==> src/rtl/bcd_pkg.sv <==
// Shared definitions for the serial BCD arithmetic blocks: digit geometry and FSM state encoding.
package bcd_pkg;

    localparam int BCD_DIGIT_W = 4;
    localparam int BCD_RADIX   = 10;

    typedef enum logic [1:0] {
        IDLE = 2'd0,
        BUSY = 2'd1,
        DONE = 2'd2
    } bcd_state_e;

endpackage

==> src/rtl/bcd_fsub_1digit.sv <==
// One BCD digit of a - b - borrow; purely combinational, zero latency, no flow control.
module bcd_fsub_1digit
    import bcd_pkg::*;
(
    input  logic [BCD_DIGIT_W-1:0] a_i,
    input  logic [BCD_DIGIT_W-1:0] b_i,
    input  logic                   bin_i,
    output logic [BCD_DIGIT_W-1:0] d_o,
    output logic                   bout_o
);

    // Six bits cover the full range -16..15 even for invalid (>9) input digits.
    logic [5:0] t;

    always_comb begin
        t      = {2'b00, a_i} - {2'b00, b_i} - {5'b00000, bin_i};
        bout_o = t[5];
        d_o    = t[5] ? (t[3:0] + BCD_DIGIT_W'(BCD_RADIX)) : t[3:0];
    end

endmodule

==> src/rtl/bcd_fsub_serial.sv <==
// Digit-serial BCD subtractor a - b - bin, NDIGITS cycles from accept to out_valid; results hold while out_ready=0.
// Optional invalid-digit flag built only when BCD_SUB_INVALID_CHECK_EN is defined; otherwise err is tied low.
module bcd_fsub_serial
    import bcd_pkg::*;
#(
    parameter int NDIGITS = 4
) (
    input  logic                         clk,
    input  logic                         rst_n,
    input  logic                         in_valid,
    output logic                         in_ready,
    input  logic [NDIGITS*BCD_DIGIT_W-1:0] a,
    input  logic [NDIGITS*BCD_DIGIT_W-1:0] b,
    input  logic                         bin,
    output logic                         out_valid,
    input  logic                         out_ready,
    output logic [NDIGITS*BCD_DIGIT_W-1:0] diff,
    output logic                         bout,
    output logic                         err
);

    localparam int W     = NDIGITS * BCD_DIGIT_W;
    localparam int IDX_W = (NDIGITS > 1) ? $clog2(NDIGITS) : 1;
    localparam logic [IDX_W-1:0] LAST_IDX = IDX_W'(NDIGITS - 1);

    bcd_state_e state_q, state_d;

    logic [W-1:0]             a_q, b_q, acc_q, diff_q;
    logic                     borrow_q, bout_q;
    logic [IDX_W-1:0]         idx_q;
    logic                     accept, last_digit, handoff;
    logic [BCD_DIGIT_W-1:0]   dig;
    logic                     dig_borrow;
    logic [W-1:0]             acc_shift;

    assign accept     = in_valid && (state_q == IDLE);
    assign last_digit = (state_q == BUSY) && (idx_q == LAST_IDX);
    assign handoff    = out_ready && (state_q == DONE);

    bcd_fsub_1digit u_digit (
        .a_i    (a_q[BCD_DIGIT_W-1:0]),
        .b_i    (b_q[BCD_DIGIT_W-1:0]),
        .bin_i  (borrow_q),
        .d_o    (dig),
        .bout_o (dig_borrow)
    );

    // New digit enters at the top so digit 0 ends up in the low nibble after NDIGITS shifts.
    assign acc_shift = W'({dig, acc_q} >> BCD_DIGIT_W);

    always_ff @(posedge clk) begin
        if (!rst_n) begin
            state_q <= IDLE;
        end else begin
            state_q <= state_d;
        end
    end

    always_comb begin
        state_d = state_q;
        case (state_q)
            IDLE:    if (in_valid)   state_d = BUSY;
            BUSY:    if (last_digit) state_d = DONE;
            DONE:    if (out_ready)  state_d = IDLE;
            default: state_d = IDLE;
        endcase
    end

    always_comb begin
        in_ready  = (state_q == IDLE);
        out_valid = (state_q == DONE);
    end

    always_ff @(posedge clk) begin
        if (!rst_n) begin
            a_q      <= '0;
            b_q      <= '0;
            acc_q    <= '0;
            borrow_q <= 1'b0;
            idx_q    <= '0;
            diff_q   <= '0;
            bout_q   <= 1'b0;
        end else if (accept) begin
            a_q      <= a;
            b_q      <= b;
            borrow_q <= bin;
            idx_q    <= '0;
            acc_q    <= '0;
        end else if (state_q == BUSY) begin
            a_q      <= a_q >> BCD_DIGIT_W;
            b_q      <= b_q >> BCD_DIGIT_W;
            borrow_q <= dig_borrow;
            acc_q    <= acc_shift;
            idx_q    <= idx_q + 1'b1;
            if (last_digit) begin
                diff_q <= acc_shift;
                bout_q <= dig_borrow;
            end
        end
    end

    assign diff = diff_q;
    assign bout = bout_q;

`ifdef BCD_SUB_INVALID_CHECK_EN
    logic err_q;
    logic any_bad;

    always_comb begin
        any_bad = 1'b0;
        for (int i = 0; i < NDIGITS; i++) begin
            any_bad = any_bad
                    | (a[i*BCD_DIGIT_W +: BCD_DIGIT_W] > 4'd9)
                    | (b[i*BCD_DIGIT_W +: BCD_DIGIT_W] > 4'd9);
        end
    end

    always_ff @(posedge clk) begin
        if (!rst_n) begin
            err_q <= 1'b0;
        end else if (accept) begin
            err_q <= any_bad;
        end else if (handoff) begin
            err_q <= 1'b0;
        end
    end

    assign err = err_q;
`else
    logic unused_handoff;
    assign unused_handoff = handoff;
    assign err = 1'b0;
`endif

endmodule

==> config.mk <==
export PLATFORM = sky130hd
export DESIGN_NAME = bcd_fsub_serial
export DESIGN_NICKNAME = d
export VERILOG_FILES = /design/src/rtl/bcd_pkg.sv /design/src/rtl/bcd_fsub_1digit.sv /design/src/rtl/bcd_fsub_serial.sv
export SDC_FILE = /design/constraint.sdc
export NUM_CORES = 1
export LEC_CHECK = 0
export CORE_ASPECT_RATIO = 0.5
export CORE_MARGIN = 3
export CORE_UTILIZATION = 35
export DETAILED_ROUTE_END_ITERATION = 8
export PLACE_DENSITY = 0.6
export SYNTH_ARGS = -nofsm -noshare
export SYNTH_HDL_FRONTEND = slang
export SYNTH_HIERARCHICAL = 1
export SYNTH_SLANG_ARGS = --single-unit
==> constraint.sdc <==
create_clock -name clk -period 6.3 [get_ports clk]
set_input_delay 0.63 -clock clk [delete_from_list [all_inputs] [get_ports clk]]
set_output_delay 0.63 -clock clk [all_outputs]
set_load 0.1 [all_outputs]
==> flow_metrics.tcl <==
set metrics [dict create \
    outcome "finished, final reports clean" \
    num_rows 23 \
    drive_above_1_share_pct 8.663 \
    fin_tns_setup_ns 0 \
    synth-xor-area-share_pct 2.506 \
    crit_required_ns 5.67 \
    dpl_worst_slack_ns 3.602 \
    grt_pass1_vias 2399 \
    period_needed_ns 3.043 \
    synth_edf_count 0 \
    cts-root-buf "clkbuf_16" \
    yosysTopAreaCell "dfxtp_1" \
    regToRegStartpoint "a_q[0]" \
    arrival_ns 2.41 \
    grt-ovfl-total 0 \
    antenna_found_initial 0 \
    cp_max_fo 18 \
    crit_path_start "state_q[1]" \
    min_from "acc_q[4]" \
    mappedNetlistArea_mm2 0.002995 \
    area_growth_pct 28.61 \
    hp-class "register to register" \
    dpl_cell_area_mm2 0.003547 \
    finalMaxSlewViolations 0 \
    p_leak_nw 1.395 \
    wirelength_mm 6.776 \
    p_int_mw 0.8673 \
    start_util_pct 36.78 \
    finalHoldViolCount 0 \
    netlist_instances 360 \
    cts.sinks 66 \
    htreeDepth 3 \
    post-route-period-util_pct 48.31 \
    timing.fmax_mhz 328.6 \
    power_frac_seq_pct 39.6 \
    path_class "register to output pin" \
    final_nets 446 \
    p_per_area_mw_per_mm2 300.0 \
    layout_commonest_cell "nand2_1" \
    clk_pin_slew_ns 0.05 \
    fin_skew_ns 0.004114 \
    drt-wirelength-per-cell_um 13.13 \
    cts_resized 0 \
    synth_cell_types 37 \
    die-height_um 71.42 \
    numCtsBuffers 9 \
    swShare_pct 24.96 \
    yosys-mux-area-fraction_pct 0.3759 \
    ys.warnings.count 6 \
    clockPowerShare_pct 43.7 \
    drt_iter0_markers 117 \
    synth-compound-area-share_pct 22.72 \
    maxCapViolCount 0 \
    grt_setup_unrepaired "false" \
    layout_setup_ws_ns 3.257 \
    portBuffers 55 \
    synth_seq_cells 66 \
    die_x_um 136.8 \
    dp.cells 501 \
    post_cts_buffers 0 \
    avgSynthCellArea_um2 8.320 \
    final_cell_mix "nand2_1, dfxtp_1, clkdlybuf4s50_1, a21oi_1, a21boi_0" \
    switchingPower_mw 0.2885 \
    synth_top_area_share_pct 44.11 \
    synthSimpleGateAreaFrac_pct 19.67 \
    final-setup-viol-count 0 \
    async_flop_share_pct 0 \
    syn_nets 406 \
    fin_area_mm2 0.003852 \
    worstMarginPinSlew_ns 1.214 \
    vias 2522 \
    via_per_inst 4.888 \
    clockBufferDepth 2 \
    final_cells 516 \
    pin_count 57 \
    dieArea_mm2 0.009772 \
    core_mm2 0.008144 \
    ir_drop_v 0.0001779 \
    combPwrFrac_pct 16.7 \
    yosys.area_share.adder_pct 4.010 \
    first_pass_iters 5 \
    synth_top_family_by_area "compound AO/OA/AOI/OAI gates" \
    drc 0 \
    grt_start_max_net_pins 54 \
    n_antenna_cell 0 \
    start_kind "register" \
    synthTopCellsByArea "dfxtp_1, nand2_1, a21oi_1, a21boi_0, o221a_2" \
    ys.flop_type "dfxtp_1" \
    seq_area_frac_synth_pct 44.11 \
    ant_nets 0 \
    gp_congestion 0.7321 \
    insertion_delay_ns 0.32 \
    grt_pass1_wl_mm 11.52 \
    holdBufCountCts 0 \
    cts_tree "built" \
    hpwl_mm 4.715 \
    cp-end-kind "output pin" \
    max_slew_margin_pct 18.73 \
    grt.total_usage_pct 14.98 \
]
layer usage:
layer	global-route usage, %	wire (um)
met4	5.310	90
met5	0	0
met1	19.71	3245
met2	23.39	3114
met3	4.769	325
layout make-up:
| cell class | count | area (um^2) |
|---|---|---|
| clock inverters | 2 | 35.03 |
| clock buffers | 13 | 270.3 |
| fillers | 799 | 4292 |
| well taps | 112 | 140.1 |
| flip-flops and latches | 66 | 1321 |
| multi-input cells | 257 | 1483 |
| repair buffers | 58 | 573.1 |
| inverters | 8 | 30.03 |
flip-flops by register name (all words and copies together) (netlist names):
signal    count
borrow_q      1
acc_q        12
a_q          16
idx_q         2
bout          1
b_q          16
diff         16
state_q       2
cell families after synthesis:
logic type	count (synthesis)
AOI/OAI and AO/OA	109
xor gates and xnor gates	6
adders and majority gates	9
buffers and inverters	37
DFF	66
muxes	1
other	1
and+or+nand+nor	131
worst max-delay path: stages (launching register included):
cell and delay (ns):
dfxtp_1 0.71, nor2b_1 0.22, clkdlybuf4s50_1 1.15
Yosys cell counts, types with 2 or more instances:
cell type   n
nor2b_1    13
dfxtp_1    66
a21oi_1    54
nand2_1    85
ha_1        8
o21ai_0     2
buf_2      10
buf_6       4
xnor2_1     4
o221a_2     9
inv_1       8
o21ai_1    16
a21boi_0   25
buf_4       3
nor2_1     11
nand3_1    10
clkbuf_1   11
nand2b_1    2
final timing paths:
kind                to  slack [ns]  depth (start not counted)
min           acc_q[4]        0.45                          2
max reg2reg   diff[15]        3.78                         10
min reg2reg   acc_q[4]        0.45                          2
max          out_valid        3.26                          2
per-stage QoR:
| stage | hold slack [ns] | power [mW] | utilization (%) |
|---|---|---|---|
| finish | 0.4545 | 1.156 | 47.30 |
| global route | 0.4748 | 1.213 | 47.30 |
| CTS | 0.4544 | 1.171 | 47.30 |
| detailed placement | 0.4482 | 0.6596 | 43.56 |
| global placement | 0.4397 | 0.6535 | 43.56 |
| floorplan | 0.4311 | 0.6080 | - |
power by group through the flow:
stage          clock network [mW]  registers, mW  logic, mW
2_1_floorplan                   0          0.459      0.149
3_3_place_gp                    0          0.465      0.188
3_5_place_dp                    0          0.466      0.193
4_1_cts                     0.518          0.458      0.196
5_1_grt                     0.534          0.461      0.218
6_report                    0.505          0.457      0.193
No activity file was read; power rests on OpenSTA's default activity.
